<file path="config.mk">
export PLATFORM = sky130hd
export DESIGN_NAME = mem_stage
export DESIGN_NICKNAME = d
export VERILOG_FILES = /design/src/rtl/mem_stage.sv
export SDC_FILE = /design/constraint.sdc
export NUM_CORES = 1
export LEC_CHECK = 0
export ABC_AREA = 0
export ABC_CLOCK_PERIOD_IN_PS = 1900
export BUFFER_PORTS_ARGS = -buffer_cell sky130_fd_sc_hd__buf_2
export CAP_MARGIN = 20
export CORE_UTILIZATION = 47
export CTS_BUF_LIST = sky130_fd_sc_hd__clkbuf_4 sky130_fd_sc_hd__clkbuf_8
export CTS_CLUSTER_DIAMETER = 50
export DETAILED_ROUTE_END_ITERATION = 10
export PLACE_DENSITY = 0.83
export SETUP_SLACK_MARGIN = 0.4
export SYNTH_ARGS = -nofsm -noshare
export SYNTH_HDL_FRONTEND = slang
export SYNTH_SLANG_ARGS = --single-unit
</file>
<file path="constraint.sdc">
create_clock -name clk -period 1.9 [get_ports clk]
set_input_delay 0.475 -clock clk [delete_from_list [all_inputs] [get_ports clk]]
set_output_delay 0.475 -clock clk [all_outputs]
set_load 0.05 [all_outputs]
</file>
<file path="src/rtl/mem_stage.sv">
// Memory-access pipeline stage: holds one instruction between EX and WB, aligns
// and extends load data from the data SRAM, and drives the WB and forwarding buses.
module mem_stage #(
    parameter int ES_TO_MS_BUS_WD = 121,
    parameter int MS_TO_WS_BUS_WD = 84,
    parameter int MS_TO_DS_BUS_WD = 39
) (
    input  logic                       clk,
    input  logic                       resetn,
    input  logic                       ws_allowin,
    output logic                       ms_allowin,
    input  logic                       es_to_ms_valid,
    input  logic [ES_TO_MS_BUS_WD-1:0] es_to_ms_bus,
    output logic                       ms_to_ws_valid,
    output logic [MS_TO_WS_BUS_WD-1:0] ms_to_ws_bus,
    output logic [MS_TO_DS_BUS_WD-1:0] ms_to_ds_bus,
    input  logic                       exc_flush,
    input  logic [31:0]                data_sram_rdata
);

    typedef enum logic [2:0] {
        LOAD_NONE = 3'd0,
        LOAD_LB   = 3'd1,
        LOAD_LBU  = 3'd2,
        LOAD_LH   = 3'd3,
        LOAD_LHU  = 3'd4,
        LOAD_LW   = 3'd5,
        LOAD_LWL  = 3'd6,
        LOAD_LWR  = 3'd7
    } load_op_e;

    logic                       ms_valid;
    logic                       ms_ready_go;
    logic [ES_TO_MS_BUS_WD-1:0] ms_bus_r;

    logic [13:0] ms_ctrl;
    logic [2:0]  ms_load_op;
    logic [1:0]  ms_addr_lo;
    logic [31:0] ms_rt_value;
    logic        ms_gr_we;
    logic [4:0]  ms_dest;
    logic [31:0] ms_alu_result;
    logic [31:0] ms_pc;
    logic        ms_es_flush;
    logic        ms_mfc0;

    logic [7:0]  load_byte;
    logic [15:0] load_half;
    logic [31:0] final_result;
    logic        fwd_we;
    logic        fwd_is_mfc0;

    assign ms_ctrl       = ms_bus_r[120:107];
    assign ms_es_flush   = ms_bus_r[120];
    assign ms_mfc0       = ms_bus_r[116];
    assign ms_load_op    = ms_bus_r[106:104];
    assign ms_addr_lo    = ms_bus_r[103:102];
    assign ms_rt_value   = ms_bus_r[101:70];
    assign ms_gr_we      = ms_bus_r[69];
    assign ms_dest       = ms_bus_r[68:64];
    assign ms_alu_result = ms_bus_r[63:32];
    assign ms_pc         = ms_bus_r[31:0];

    assign ms_ready_go    = 1'b1;
    assign ms_allowin     = !ms_valid || (ms_ready_go && ws_allowin);
    assign ms_to_ws_valid = ms_valid && ms_ready_go && !exc_flush;

    // A WB flush wins over a simultaneous handoff from EX.
    always_ff @(posedge clk or negedge resetn) begin
        if (!resetn) begin
            ms_valid <= 1'b0;
        end else if (exc_flush) begin
            ms_valid <= 1'b0;
        end else if (ms_allowin) begin
            ms_valid <= es_to_ms_valid;
        end
    end

    always_ff @(posedge clk or negedge resetn) begin
        if (!resetn) begin
            ms_bus_r <= '0;
        end else if (es_to_ms_valid && ms_allowin && !exc_flush) begin
            ms_bus_r <= es_to_ms_bus;
        end
    end

    always_comb begin
        load_byte = data_sram_rdata[7:0];
        case (ms_addr_lo)
            2'd0: load_byte = data_sram_rdata[7:0];
            2'd1: load_byte = data_sram_rdata[15:8];
            2'd2: load_byte = data_sram_rdata[23:16];
            2'd3: load_byte = data_sram_rdata[31:24];
            default: load_byte = data_sram_rdata[7:0];
        endcase
    end

    // Halfword alignment faults are trapped in EX, so addr_lo[0] is don't-care here.
    assign load_half = ms_addr_lo[1] ? data_sram_rdata[31:16] : data_sram_rdata[15:0];

    always_comb begin
        final_result = ms_alu_result;
        case (load_op_e'(ms_load_op))
            LOAD_NONE: final_result = ms_alu_result;
            LOAD_LB:   final_result = {{24{load_byte[7]}}, load_byte};
            LOAD_LBU:  final_result = {24'd0, load_byte};
            LOAD_LH:   final_result = {{16{load_half[15]}}, load_half};
            LOAD_LHU:  final_result = {16'd0, load_half};
            LOAD_LW:   final_result = data_sram_rdata;
            LOAD_LWL: begin
                case (ms_addr_lo)
                    2'd0: final_result = {data_sram_rdata[7:0],  ms_rt_value[23:0]};
                    2'd1: final_result = {data_sram_rdata[15:0], ms_rt_value[15:0]};
                    2'd2: final_result = {data_sram_rdata[23:0], ms_rt_value[7:0]};
                    default: final_result = data_sram_rdata;
                endcase
            end
            LOAD_LWR: begin
                case (ms_addr_lo)
                    2'd0: final_result = data_sram_rdata;
                    2'd1: final_result = {ms_rt_value[31:24], data_sram_rdata[31:8]};
                    2'd2: final_result = {ms_rt_value[31:16], data_sram_rdata[31:16]};
                    default: final_result = {ms_rt_value[31:8], data_sram_rdata[31:24]};
                endcase
            end
            default: final_result = ms_alu_result;
        endcase
    end

    assign ms_to_ws_bus = {ms_ctrl, ms_gr_we, ms_dest, final_result, ms_pc};

    // An MFC0 result is only known in WB, so decode must stall on a match rather than forward.
    assign fwd_we      = ms_valid && ms_gr_we && !ms_es_flush && (ms_dest != 5'd0);
    assign fwd_is_mfc0 = ms_valid && ms_mfc0;

    assign ms_to_ds_bus = ms_valid ? {fwd_we, fwd_is_mfc0, ms_dest, final_result}
                                   : '0;

endmodule

</file>
==> results of run 1 <==
-- layer usage --
layer,track usage [%],GRT overflow
met1,70.78,0
met5,11.67,0
met3,55.52,1
met4,76.69,29
met2,91.86,28
-- per-stage QoR --
step / TNS [ns] / instance area (um^2) / util (%) / std cells
CTS: -66.07 / 14680 / 87.87 / 1452
detailed placement: -39.87 / 11970 / 71.70 / 1352
global placement: -39.84 / 11970 / 71.70 / 1352
floorplan: -25.81 / 9341 / - / 759
-- logic make-up after synthesis --
| kind of cell | synth area share, % |
|---|---|
| simple gates | 8.930 |
| compound gates | 16.74 |
| mux | 26.85 |
| flops | 37.83 |
| xor+xnor | 0.1085 |
| buf+inv | 9.535 |
-- cell usage after synthesis (15+ instances only) --
master / count
a21oi_1: 44
a31oi_1: 15
dfrtp_1: 122
mux2i_1: 26
buf_4: 58
o21ai_0: 37
buf_2: 27
mux4_2: 16
mux2_2: 123
clkbuf_1: 22
nand2_1: 27
and2_1: 16
nor2_1: 42
-- timing repair --
action	4_1_cts
setup endpoints to repair	243
buffers inserted	53
cloned	15
gates resized for setup	421
pin swaps	37
==> results.ini, run 1 <==
[clock_tree]
cts_num_sinks=122
cts_made_buffers=17
cts_hold_buf=0
ctsRootBufferMaster=clkbuf_8
clock_path_buffers=2
h-tree-depth=4

[yosys]
synth_edf_count=0
ys_types=62
synth-seq-cells=122
yosys.area.top_type_share_pct=37.83
yosysWarningCount=0
mappedNetlistArea_um2=8070
avgSynthCellArea_um2=10.63
synth_area_leader_cell=dfrtp_1
syn_inst=759
ys_seq_area_share_pct=37.83
synthArstFlopShare_pct=100.0
synth_flop_cell=dfrtp_1
synth.area.top_cells=dfrtp_1 38%, mux2_2 17%, buf_4 5.4%
syn_nets=917

[grt]
grt_use_total_pct=72.50
antenna_found_initial=8
grt_max_degree=62
overflow=58

[status]
haltStage=global routing
status=aborted with a tool error
stop_error=[ERROR GRT-0232] Routing congestion too high. Check the congestion heatmap in the GUI.

[die]
die_h_um=133.0
ios=283
row_count=47
die_x_um=133.0
start_util_pct=48.32

[placement]
port_buffers=282
hpwl_um=24190
place_congestion=1.039
pre_cts_ws_ns=-0.7855

[timing]
worst_endpoint=ms_to_ds_bus[31]
worstEpCategory=primary output

==> run 2, diff against run 1 <==
ABC_CLOCK_PERIOD_IN_PS = 2500   (was 1900)
CORE_UTILIZATION = 40   (was 47)
CTS_BUF_LIST = not set   (was sky130_fd_sc_hd__clkbuf_4 sky130_fd_sc_hd__clkbuf_8)
CTS_CLUSTER_DIAMETER = not set   (was 50)
PLACE_DENSITY = not set   (was 0.83)
PLACE_DENSITY_LB_ADDON = 0.15   (was not set)
SETUP_SLACK_MARGIN = not set   (was 0.4)
clock period = 2.5 ns   (was 1.9 ns; I/O delays follow)
==> run 2 against run 1 <==
Effect of this change: the flow now finishes, with violations (setup timing); synthesized area is the same; synthesized cell count is the same.
==> results.ini, run 2 <==
[status]
status=finished with violations  ; was aborted with a tool error
violations=setup timing

[routing]
routed_via_density=5.511
drc=0
post_drt_wl_per_cell_um=21.09
drtIter0Drc=482
drt-total-wl_um=30290
drt-pass1-iter-count=6
ant_nets=0
vias=7914

[grt]
grt_use_total_pct=29.63
grt_use_met2_pct=48.72
grt_max_degree=123
grt_pass1_wl_um=45620
antenna_found_initial=1
grtUsageMet1_pct=37.39
use_met3_pct=7.285
grt-busiest-layer=met2
grt_pass1_vias=7954
overflow=0

[cells_and_area]
final_util_pct=67.02
layout-area-overhead-vs-synth_pct=62.68
largestRegisters=ms_bus_r x121, ms_valid x1
nets=1316
largest_register=ms_bus_r
n_fill_cell=1554
multi_input_area_um2=5201
final_common_cell=buf_2
finish.instance_area_um2=13130
drive_gt1_share_pct=68.32
antenna_cells=0
regArea_um2=3058
largest_reg_flops=121
final_cell_mix=217 x buf_2, 175 x buf_4, 122 x mux2_2, 118 x dfrtp_1, 59 x buf_6

[setup_path]
crit_slowest_cell=dfrtp_2
crit_arrival_ns=2.48
r2r_cells=4
cpPeakStageDelay_ns=0.49
crit_path_end_kind=output pin
reg2reg_from=ms_valid
reg2reg_slack_ns=0.60
crit_type=reg -> out
cp.required_ns=1.88
path_max_fanout=13
r2r-end=ms_bus_r[81]
crit_chain=buf_12 > mux2_4 > a222oi_1 > buf_4 > a41oi_4 > and2_4 > buf_8
path_buf_inv=3
worstSetupStartpointType=flip-flop
crit_family=buffers and inverters

[die]
die_x_um=144.0  ; was 133.0 um
design.die.area_um2=20750
die_h_um=144.0  ; was 133.0 um
row_count=51  ; was 47
ios=283  ; unchanged
core_area_um2=19590
start_util_pct=41.20  ; was 48.32%

[yosys]
ys_top_cells_by_count=123 x mux2_2, 122 x dfrtp_1, 58 x buf_4  ; unchanged
avgSynthCellArea_um2=10.63  ; unchanged
synth-seq-cells=122  ; unchanged
synth.most_common_cell=mux2_2  ; unchanged
synth.area.top_cells=dfrtp_1 38%, mux2_2 17%, buf_4 5.4%  ; unchanged
yosys.area.top_type_share_pct=37.83  ; unchanged
synthArstFlopShare_pct=100.0  ; unchanged
synth_area_leader_cell=dfrtp_1  ; unchanged
ys_types=62  ; unchanged
ys_seq_area_share_pct=37.83  ; unchanged
synth_edf_count=0  ; unchanged
syn_inst=759  ; unchanged
synth_flop_cell=dfrtp_1  ; unchanged
yosysWarningCount=0  ; unchanged
syn_nets=917  ; unchanged
mappedNetlistArea_um2=8070  ; unchanged

[timing]
post-route-min-period_ns=3.105
slew_headroom_pct=46.56
final_hold_viol_count=0
finClkSkew_ns=0.01433
rsz0062_at_grt=yes
drv_slew=0
max_slew.worst_pin.slew_ns=0.8016
final.setup.worst_slack_ns=-0.6052
fmax_mhz=322.0
finalSetupViolations=64
period_share_pct=124.2

[power_and_ir_drop]
powerDensity_nw_per_um2=855.1
p_leak_nw=5.840
ir_drop_v=0.0005947

[clock_tree]
ctsRootBufferMaster=clkbuf_16  ; was clkbuf_8
cts_num_sinks=122  ; unchanged
cts_tree=built
h-tree-depth=4  ; unchanged
clock_latency_ns=0.43
clock_path_buffers=2  ; unchanged
path_clk_slew_ns=0.06
cts_made_buffers=17  ; unchanged

[placement]
hpwl_um=22020  ; was 24,190 um
port_buffers=282  ; unchanged
place_area_um2=11410  ; was 11,970 um^2
place_congestion=0.9416  ; was 1.039

[job]
cap_violations=0

[worst_hold_path]
hold_class=in -> async

## run 2: cell counts after synthesis
No cell type changed its count.
## run 2: cells by family after synthesis
logic type      count (synthesis)  share of synthesized area [%]
flops                         122                          37.83
compound gates                194                          16.74
buf+inv                       125                          9.535
mux                           177                          26.85
xor+xnor                        1                         0.1085
simple gates                  140                          8.930
## run 2: worst max-delay path by stage
stage	start	to	depth (start not counted)
3_3_place_gp	ms_bus_r[102]	ms_to_ds_bus[26]	7
6_report	ms_bus_r[102]	ms_to_ds_bus[29]	7
5_1_grt	ms_bus_r[102]	ms_to_ds_bus[28]	7
2_1_floorplan	ms_bus_r[103]	ms_to_ds_bus[2]	7
4_1_cts	ms_bus_r[102]	ms_to_ws_bus[47]	7
3_5_place_dp	data_sram_rdata[0]	ms_to_ws_bus[48]	6
## run 2: per-stage QoR
| stage | total power [W] | setup slack [ns] | hold slack [ns] | TNS (ns) | instances |
|---|---|---|---|---|---|
| after floorplan | 0.006215 | -0.2352 | 0.3294 | -5.056 | 759 |
| after global placement | 0.007762 | -0.2729 | 0.4842 | -10.60 | 1371 |
| after detailed placement | 0.007798 | -0.2555 | 0.4899 | -10.93 | 1371 |
| after CTS | 0.01107 | -0.5910 | 0.3361 | -31.40 | 1428 |
| after global routing | 0.01166 | -0.6812 | 0.3684 | -36.10 | 1436 |
| final | 0.01123 | -0.6052 | 0.2201 | -31.97 | 1436 |
## run 2: area by class of cell
type / instances / area share (%)
Inverter: 10 / 0.3050
Multi-Input combinational cell: 512 / 39.62
Timing Repair Buffer: 495 / 29.59
Sequential cell: 122 / 23.29
Tap cell: 265 / 2.526
Clock inverter: 14 / 1.325
Clock buffer: 18 / 3.345
## run 2: layer usage
metal | share of wire [%] | routed length (um)
met5 | 0 | 0
met4 | 3.1 | 944
met3 | 7.7 | 2341
met2 | 48 | 14500
met1 | 41 | 12500
## run 2: where the power goes
group / internal [W] / leakage (nW) / switching (W) / total (W)
sequential: 0.00231 / 1.43 / 0.000246 / 0.00256
combinational: 0.00261 / 4.11 / 0.00344 / 0.00606
clock: 0.00154 / 0.301 / 0.00107 / 0.00261
total: 0.00647 / 5.84 / 0.00475 / 0.0112
## run 2: timing repair
action / 4_1_cts / 5_1_grt
resized for setup: 183 / 33
hold buffers: 0 / 0
cloned: 2 / 0
setup endpoints to repair: 64 / 64
setup buffers: 23 / 8
hold endpoints to repair: 0 / 0
pin swaps: 18 / 16
## run 2: worst register-to-register path, cell delays in order, from the launching register on
cell	delay [ns]
dfrtp_1	0.43
nor2b_1	0.20
nor3b_4	0.30
buf_12	0.38
mux2_2	0.48
No activity file was read; power rests on OpenSTA's default activity.
